==> config.mk <==
export PLATFORM = sky130hd
export DESIGN_NAME = knight_sprite_addr_gen_flat
export DESIGN_NICKNAME = d
export VERILOG_FILES = /design/src/rtl/knight_sprite_addr_gen_pkg.sv /design/src/rtl/knight_sprite_addr_gen_if.sv /design/src/rtl/knight_sprite_addr_gen_anim_fsm.sv /design/src/rtl/knight_sprite_addr_gen.sv /design/src/flat_wrapper.sv
export SDC_FILE = /design/constraint.sdc
export NUM_CORES = 1
export LEC_CHECK = 0
export BUFFER_PORTS_ARGS = -buffer_cell sky130_fd_sc_hd__buf_2
export CORE_MARGIN = 2
export CORE_UTILIZATION = 50
export CTS_CLUSTER_DIAMETER = 80
export DETAILED_ROUTE_END_ITERATION = 7
export GPL_TIMING_DRIVEN = 0
export PLACE_DENSITY = 0.72
export SYNTH_ARGS = -nofsm -noshare
export SYNTH_HDL_FRONTEND = slang
export SYNTH_SLANG_ARGS = --single-unit
==> constraint.sdc <==
create_clock -name vga_clk -period 3.54 [get_ports vga_clk]
set_input_delay 0 -clock vga_clk [delete_from_list [all_inputs] [get_ports vga_clk]]
set_output_delay 0 -clock vga_clk [all_outputs]
set_load 0.1 [all_outputs]
==> src/rtl/knight_sprite_addr_gen_pkg.sv <==
// Shared constants and types for the knight sprite address generator.
// Sprite geometry and animation pacing live here so the FSM and the pipeline agree.
package knight_sprite_pkg;

  localparam int SPR_W      = 50;
  localparam int SPR_H      = 64;
  localparam int NUM_FRAMES = 4;
  localparam int ANIM_DIV   = 6;

  typedef enum logic {
    IDLE = 1'b0,
    WALK = 1'b1
  } anim_state_t;

  typedef logic [1:0] frame_idx_t;

endpackage

==> src/rtl/knight_sprite_addr_gen_if.sv <==
// Pixel-side bus between the VGA scan logic and the knight sprite address generator.
// The scan side (master) drives coordinates/blank; the generator (slave) returns ROM address, frame and hit.
interface knight_sprite_addr_gen_if #(
  parameter int ADDR_W = 12
);
  import knight_sprite_pkg::*;

  logic [9:0]        DrawX;
  logic [9:0]        DrawY;
  logic              blank;
  logic [ADDR_W-1:0] rom_address;
  frame_idx_t        frame_sel;
  logic              sprite_hit;

  modport master (
    output DrawX, DrawY, blank,
    input  rom_address, frame_sel, sprite_hit
  );

  modport slave (
    input  DrawX, DrawY, blank,
    output rom_address, frame_sel, sprite_hit
  );

endinterface

==> src/rtl/knight_sprite_addr_gen_anim_fsm.sv <==
// Walk-animation sequencer: steps the walk frame once every ANIM_DIV frame ticks while walking.
// Everything advances only on frame_tick so the frame never changes mid-scan.
module knight_anim_fsm
  import knight_sprite_pkg::*;
(
  input  logic       vga_clk,
  input  logic       reset_n,
  input  logic       frame_tick,
  input  logic       walking,
  output frame_idx_t frame_sel
);

  localparam int DIV_W = $clog2(ANIM_DIV);

  anim_state_t      state_q;
  logic [DIV_W-1:0] div_cnt_q;
  frame_idx_t       frame_idx_q;

  always_ff @(posedge vga_clk or negedge reset_n) begin
    if (!reset_n) begin
      state_q     <= IDLE;
      div_cnt_q   <= '0;
      frame_idx_q <= '0;
    end else if (frame_tick) begin
      case (state_q)
        IDLE: begin
          // The entering tick only arms the walk; the first frame step comes ANIM_DIV ticks later.
          div_cnt_q   <= '0;
          frame_idx_q <= '0;
          if (walking) state_q <= WALK;
        end
        WALK: begin
          if (!walking) begin
            state_q     <= IDLE;
            div_cnt_q   <= '0;
            frame_idx_q <= '0;
          end else if (div_cnt_q == DIV_W'(ANIM_DIV - 1)) begin
            div_cnt_q   <= '0;
            frame_idx_q <= (frame_idx_q == frame_idx_t'(NUM_FRAMES - 1)) ? '0 : frame_idx_q + 1'b1;
          end else begin
            div_cnt_q <= div_cnt_q + 1'b1;
          end
        end
        default: begin
          state_q     <= IDLE;
          div_cnt_q   <= '0;
          frame_idx_q <= '0;
        end
      endcase
    end
  end

  assign frame_sel = frame_idx_q;

endmodule

==> src/rtl/knight_sprite_addr_gen.sv <==
// Knight sprite hit test and ROM address generator with a 2-cycle pixel pipeline.
// Position and facing are shadow-latched on frame_tick so a frame always renders one consistent pose.
module knight_sprite_addr_gen
  import knight_sprite_pkg::*;
#(
  parameter int ADDR_W = 12
) (
  input  logic                      vga_clk,
  input  logic                      reset_n,
  input  logic                      frame_tick,
  input  logic [9:0]                knight_x,
  input  logic [9:0]                knight_y,
  input  logic                      walking,
  input  logic                      facing_left,
  knight_sprite_addr_gen_if.slave   pix
);

  localparam int COL_W  = $clog2(SPR_W);
  localparam int ROW_W  = $clog2(SPR_H);
  localparam int MUL_W  = $clog2(SPR_W + 1);
  localparam logic [31:0] SPR_W_BITS = SPR_W;

  logic [9:0]        lx_q, lx_d;
  logic [9:0]        ly_q, ly_d;
  logic              facing_q, facing_d;
  logic [COL_W-1:0]  col_q, col_d;
  logic [ROW_W-1:0]  row_q, row_d;
  logic              hit1_q, hit1_d;
  logic [ADDR_W-1:0] addr_q, addr_d;
  logic              hit_q, hit_d;

  logic [10:0]       dx, dy;
  logic [COL_W-1:0]  dx_lo;
  logic              in_box;
  logic [ADDR_W-1:0] row_ext;
  logic [ADDR_W-1:0] psum [0:MUL_W];

  // Row * SPR_W as a sum of shifted rows, one adder per set bit of SPR_W (50 -> <<5, <<4, <<1).
  assign row_ext = ADDR_W'(row_q);
  assign psum[0] = '0;
  for (genvar gi = 0; gi < MUL_W; gi++) begin : g_mul
    if (SPR_W_BITS[gi]) begin : g_add
      assign psum[gi+1] = psum[gi] + (row_ext << gi);
    end else begin : g_pass
      assign psum[gi+1] = psum[gi];
    end
  end

  always_comb begin
    lx_d     = frame_tick ? knight_x    : lx_q;
    ly_d     = frame_tick ? knight_y    : ly_q;
    facing_d = frame_tick ? facing_left : facing_q;

    // Bit 10 is the borrow: pixel left of / above the box, which also stops wrap-around.
    dx     = {1'b0, pix.DrawX} - {1'b0, lx_q};
    dy     = {1'b0, pix.DrawY} - {1'b0, ly_q};
    in_box = !dx[10] && !dy[10] && (dx < 11'(SPR_W)) && (dy < 11'(SPR_H));
    dx_lo  = dx[COL_W-1:0];

    col_d  = facing_q ? (COL_W'(SPR_W - 1) - dx_lo) : dx_lo;
    row_d  = dy[ROW_W-1:0];
    hit1_d = in_box & pix.blank;

    addr_d = hit1_q ? (psum[MUL_W] + ADDR_W'(col_q)) : '0;
    hit_d  = hit1_q;
  end

  always_ff @(posedge vga_clk or negedge reset_n) begin
    if (!reset_n) begin
      lx_q     <= '0;
      ly_q     <= '0;
      facing_q <= 1'b0;
      col_q    <= '0;
      row_q    <= '0;
      hit1_q   <= 1'b0;
      addr_q   <= '0;
      hit_q    <= 1'b0;
    end else begin
      lx_q     <= lx_d;
      ly_q     <= ly_d;
      facing_q <= facing_d;
      col_q    <= col_d;
      row_q    <= row_d;
      hit1_q   <= hit1_d;
      addr_q   <= addr_d;
      hit_q    <= hit_d;
    end
  end

  assign pix.rom_address = addr_q;
  assign pix.sprite_hit  = hit_q;

  knight_anim_fsm u_anim (
    .vga_clk    (vga_clk),
    .reset_n    (reset_n),
    .frame_tick (frame_tick),
    .walking    (walking),
    .frame_sel  (pix.frame_sel)
  );

endmodule

==> src/flat_wrapper.sv <==
// flat-port wrapper written by rule: the top's interface ports become plain ports
module knight_sprite_addr_gen_flat import knight_sprite_pkg::*;
#(
  parameter int ADDR_W = 12
)
  (vga_clk, reset_n, frame_tick, knight_x, knight_y, walking, facing_left, pix_DrawX, pix_DrawY, pix_blank, pix_rom_address, pix_frame_sel, pix_sprite_hit);
  knight_sprite_addr_gen_if #(.ADDR_W(ADDR_W)) pix_i ();
  input  logic vga_clk;
  input  logic reset_n;
  input  logic frame_tick;
  input  logic [9:0] knight_x;
  input  logic [9:0] knight_y;
  input  logic walking;
  input  logic facing_left;
  input wire logic [$bits(pix_i.DrawX)-1:0] pix_DrawX;
  input wire logic [$bits(pix_i.DrawY)-1:0] pix_DrawY;
  input wire logic [$bits(pix_i.blank)-1:0] pix_blank;
  output wire logic [$bits(pix_i.rom_address)-1:0] pix_rom_address;
  output wire logic [$bits(pix_i.frame_sel)-1:0] pix_frame_sel;
  output wire logic [$bits(pix_i.sprite_hit)-1:0] pix_sprite_hit;
  assign pix_i.DrawX = pix_DrawX;
  assign pix_i.DrawY = pix_DrawY;
  assign pix_i.blank = pix_blank;
  assign pix_rom_address = pix_i.rom_address;
  assign pix_frame_sel = pix_i.frame_sel;
  assign pix_sprite_hit = pix_i.sprite_hit;
  knight_sprite_addr_gen #(.ADDR_W(ADDR_W)) u_core (.vga_clk(vga_clk), .reset_n(reset_n), .frame_tick(frame_tick), .knight_x(knight_x), .knight_y(knight_y), .walking(walking), .facing_left(facing_left), .pix(pix_i));
endmodule
==> flow_summary.ini <==
[outcome]
status = completed

[floorplan]
die_h_um = 87.1
initial_core_util_pct = 51.4
die_w_um = 87.1
ios = 61
die_area_um2 = 7580
placementRows = 30
core_um2 = 6720

[synthesis]
synth_top_cell_by_area = dfrtp_1
muxShareOfSynthArea_pct = 1.89
synthTopCellsByArea = dfrtp_1 (38%), ha_1 (16%), inv_1 (5.1%)
syn_avg_cell_area_um2 = 9.30
synth_edf_count = 0
async_flop_share_pct = 100
yosysWarningCount = 0
synth_top_family_by_area = adder cells
synth_cell_types = 48
ys.flop_type = dfrtp_1
ys_seq_area_share_pct = 38.4
synth_top_area_share_pct = 38.4
synth-seq-cells = 53
synth-xor-area-share_pct = 4.57
synth_simple_gate_area_share_pct = 15.3
synth_fa_ha_area_share_pct = 18.5
syn_area_um2 = 3450
syn_nets = 465
synthCells = 371
synth_compound_area_share_pct = 15.6

[placed_design]
pre_cts_slack_ns = 0.566
numPortBuffers = 59
place.gp.congestion = 0.840
dp_cells = 510
dpl.hpwl_mm = 5.24

[flow_run]
cap_viol_max_count = 0

[cts]
cts_setup_buffers = 0
cts_resized = 0
cts_root_buf = clkbuf_8
cts.path.max_buffers = 2
clkSinkCount = 53
htreeDepth = 2
clkTransAtPathRegs_ns = 0.11
cts_tree = done
cts_made_buffers = 5
clock_latency_ns = 0.31

[global_routing]
grt_max_degree = 54
antenna_found_initial = 0
overflow = 0
gr-usage-met3_pct = 3.03
grt.busiest_layer = met2
gr-usage-met2_pct = 34.2
grtUsageTotal_pct = 19.1
grt_pass1_vias = 2721
grt_util_met1_pct = 23.6
grt_pass1_wl_mm = 11.5

[detailed_routing]
wl_mm = 6.83
wl_per_cell_um = 12.6
postRouteAntennaNets = 0
drt-initial-drc-count = 114
vias_per_cell = 5.21
drc = 0
first_pass_iters = 4
via_count = 2817

[worst_setup_path]
critPathBufInv = 0
cp_cell_sequence = ha_1 -> fa_1 -> a21o_1 -> nand2_1 -> xnor2_1 -> ha_1 -> ha_1 -> nor2_1 -> nor2b_1 -> o21ai_0 -> a32oi_1 -> xor2_1 -> and2_1
critPathKind = reg2reg
cp-start-kind = flop
rr_startpoint = u_core.row_q[3]$_DFF_PN0_
worstSetupEndpointType = flop
max_stage_delay_ns = 0.46
cpMostUsedCell = ha_1
crit_start = u_core.row_q[3]$_DFF_PN0_
crit_fanout = 6
required_ns = 3.75
cp_top_family = adder cells
r2r_slack_ns = 0.55
cpMaxStageDelayCell = dfrtp_1
cp.arrival_ns = 3.20

[min_path]
hold_class = in2reg
min_from = pix_DrawY[0]

[layout]
fill_cells = 586
drive_gt1_share_pct = 16.3
synthToLayoutAreaGrowth_pct = 20.9
nets = 554
insertedDiodeCount = 0
stdcell_count = 541

[pwr]
p_total_w = 0.00220
p_leak_nw = 2.13
powerDensity_nw_per_um2 = 528
worst_ir_drop_vdd_mv = 0.236

[timing]
grt_setup_unrepaired = false
worst_pin_slew_ns = 1.16
worst_slack_ns = 0.551
fmax_ghz = 0.335
fin_crit_sh_pct = 84.4
setup_viol = 0
finalHoldViolCount = 0
fin_setup_tns_ns = 0
fin_crit_ns = 2.99
slew_violations = 0
fin_skew_ns = 0.0123
holdWs_ns = 0.0274
slew-limit-headroom_pct = 22.5
path summary, 6_finish.rpt:
kind	end	depth (start not counted)
min	u_core.row_q[0]$_DFF_PN0_	4
max in group asynchronous	u_core.facing_q$_DFFE_PN0P_	2
max	u_core.pix.rom_address[11]$_DFF_PN0_	13
max reg2reg	u_core.pix.rom_address[11]$_DFF_PN0_	13
min reg2reg	u_core.pix.sprite_hit$_DFF_PN0_	0
min in group asynchronous	u_core.pix.rom_address[10]$_DFF_PN0_	2
synth_stat cells, drive strengths merged (2+ instances only):
| library cell | number |
|---|---|
| dfrtp | 53 |
| inv | 47 |
| ha | 43 |
| o21ai | 39 |
| nand2 | 34 |
| nor2 | 25 |
| a21oi | 17 |
| nor2b | 12 |
| xor2 | 10 |
| and2 | 9 |
| xnor2 | 8 |
| a21o | 6 |
| clkbuf | 6 |
| fa | 5 |
| mux2 | 4 |
| nand2b | 4 |
| nand3 | 4 |
| o211ai | 4 |
| o21a | 4 |
| o22ai | 4 |
| nor4 | 3 |
| a211oi | 2 |
| a21boi | 2 |
| mux2i | 2 |
| nand3b | 2 |
| nand4 | 2 |
| nor3 | 2 |
| nor3b | 2 |
flip-flops by register name (all words and copies together), names as in the netlist:
register and flops:
u_core.col_q 6, u_core.ly_q 10, u_core.u_anim.div_cnt_q 3, u_core.hit1_q 1, u_core.row_q 6, u_core.facing_q 1, u_core.pix.rom_address 12, u_core.u_anim.state_q 1
u_core.lx_q 10, u_core.pix.sprite_hit 1, u_core.u_anim.frame_sel 2
repair_timing:
item	in CTS	in global routing
hold buffers	23	0
hold endpoints to repair	77	0
endpoints found under the setup margin	0	0
cell usage in the layout, fill, tap and decap left out, types with 3 or more instances in the layout:
cell type      synthesis  layout
xnor2_1                8       8
o211ai_1               4       4
dlygate4sd3_1          0      23
a21oi_1               17      17
clkbuf_8               0       5
clkbuf_1               6       6
inv_1                 47      47
ha_1                  43      43
nand3_1                4       4
nor2b_1               12      12
nor2_1                25      25
o21a_1                 4       4
nand2_1               34      34
o21ai_0               35      35
a21o_1                 6       6
nand2b_1               4       4
and2_1                 9       9
o22ai_1                3       3
buf_2                  0      59
fa_1                   5       5
mux2_2                 4       4
xor2_1                10      10
o21ai_1                4       4
dfrtp_1               53      53
where the power goes:
group          internal [W]  total, W  switching [W]  leakage, nW
logic              0.000511   0.00113       0.000618         1.42
clock network      0.000145  0.000357       0.000213       0.0487
registers          0.000671  0.000717      0.0000456        0.667
total               0.00133   0.00220       0.000876         2.13
cells by family (layout without fill, tap and decap cells):
family / Yosys count / after routing
buf+inv: 53 / 143
xor+xnor: 18 / 18
fa+ha+maj: 48 / 48
simple gates: 105 / 105
mux: 6 / 6
flops: 53 / 53
compound gates: 88 / 88
metrics by stage:
stage / utilization, % / instance area, um^2
after floorplan: - / 3450
after global placement: 57.2 / 3850
after detailed placement: 57.2 / 3850
after CTS: 62.1 / 4170
after global routing: 62.1 / 4170
final: 62.1 / 4170
final cells by class:
type                       count  area [um^2]  share of cell area, %
multi-input combinational    265         1930                   46.2
sequential                    53         1330                   31.8
timing repair buffer          82          526                   12.6
inverter                      47          176                   4.23
tap                           80          100                   2.40
clock buffer                   5         68.8                   1.65
clock inverter                 3         26.3                  0.630
buffer                         6         22.5                  0.540
worst min-delay path, cell delays in order:
cell and delay [ns]:
buf_2 0.09, inv_1 0.06, ha_1 0.13, inv_1 0.03
per-layer routing:
layer | share of wire, % | up-vias
met5 | 0 | -
met4 | 1.1 | 0
met3 | 2.9 | 6
met2 | 50 | 51
met1 | 46 | 1318
li1 | - | 1442
Power figures use the tool's default switching activity.
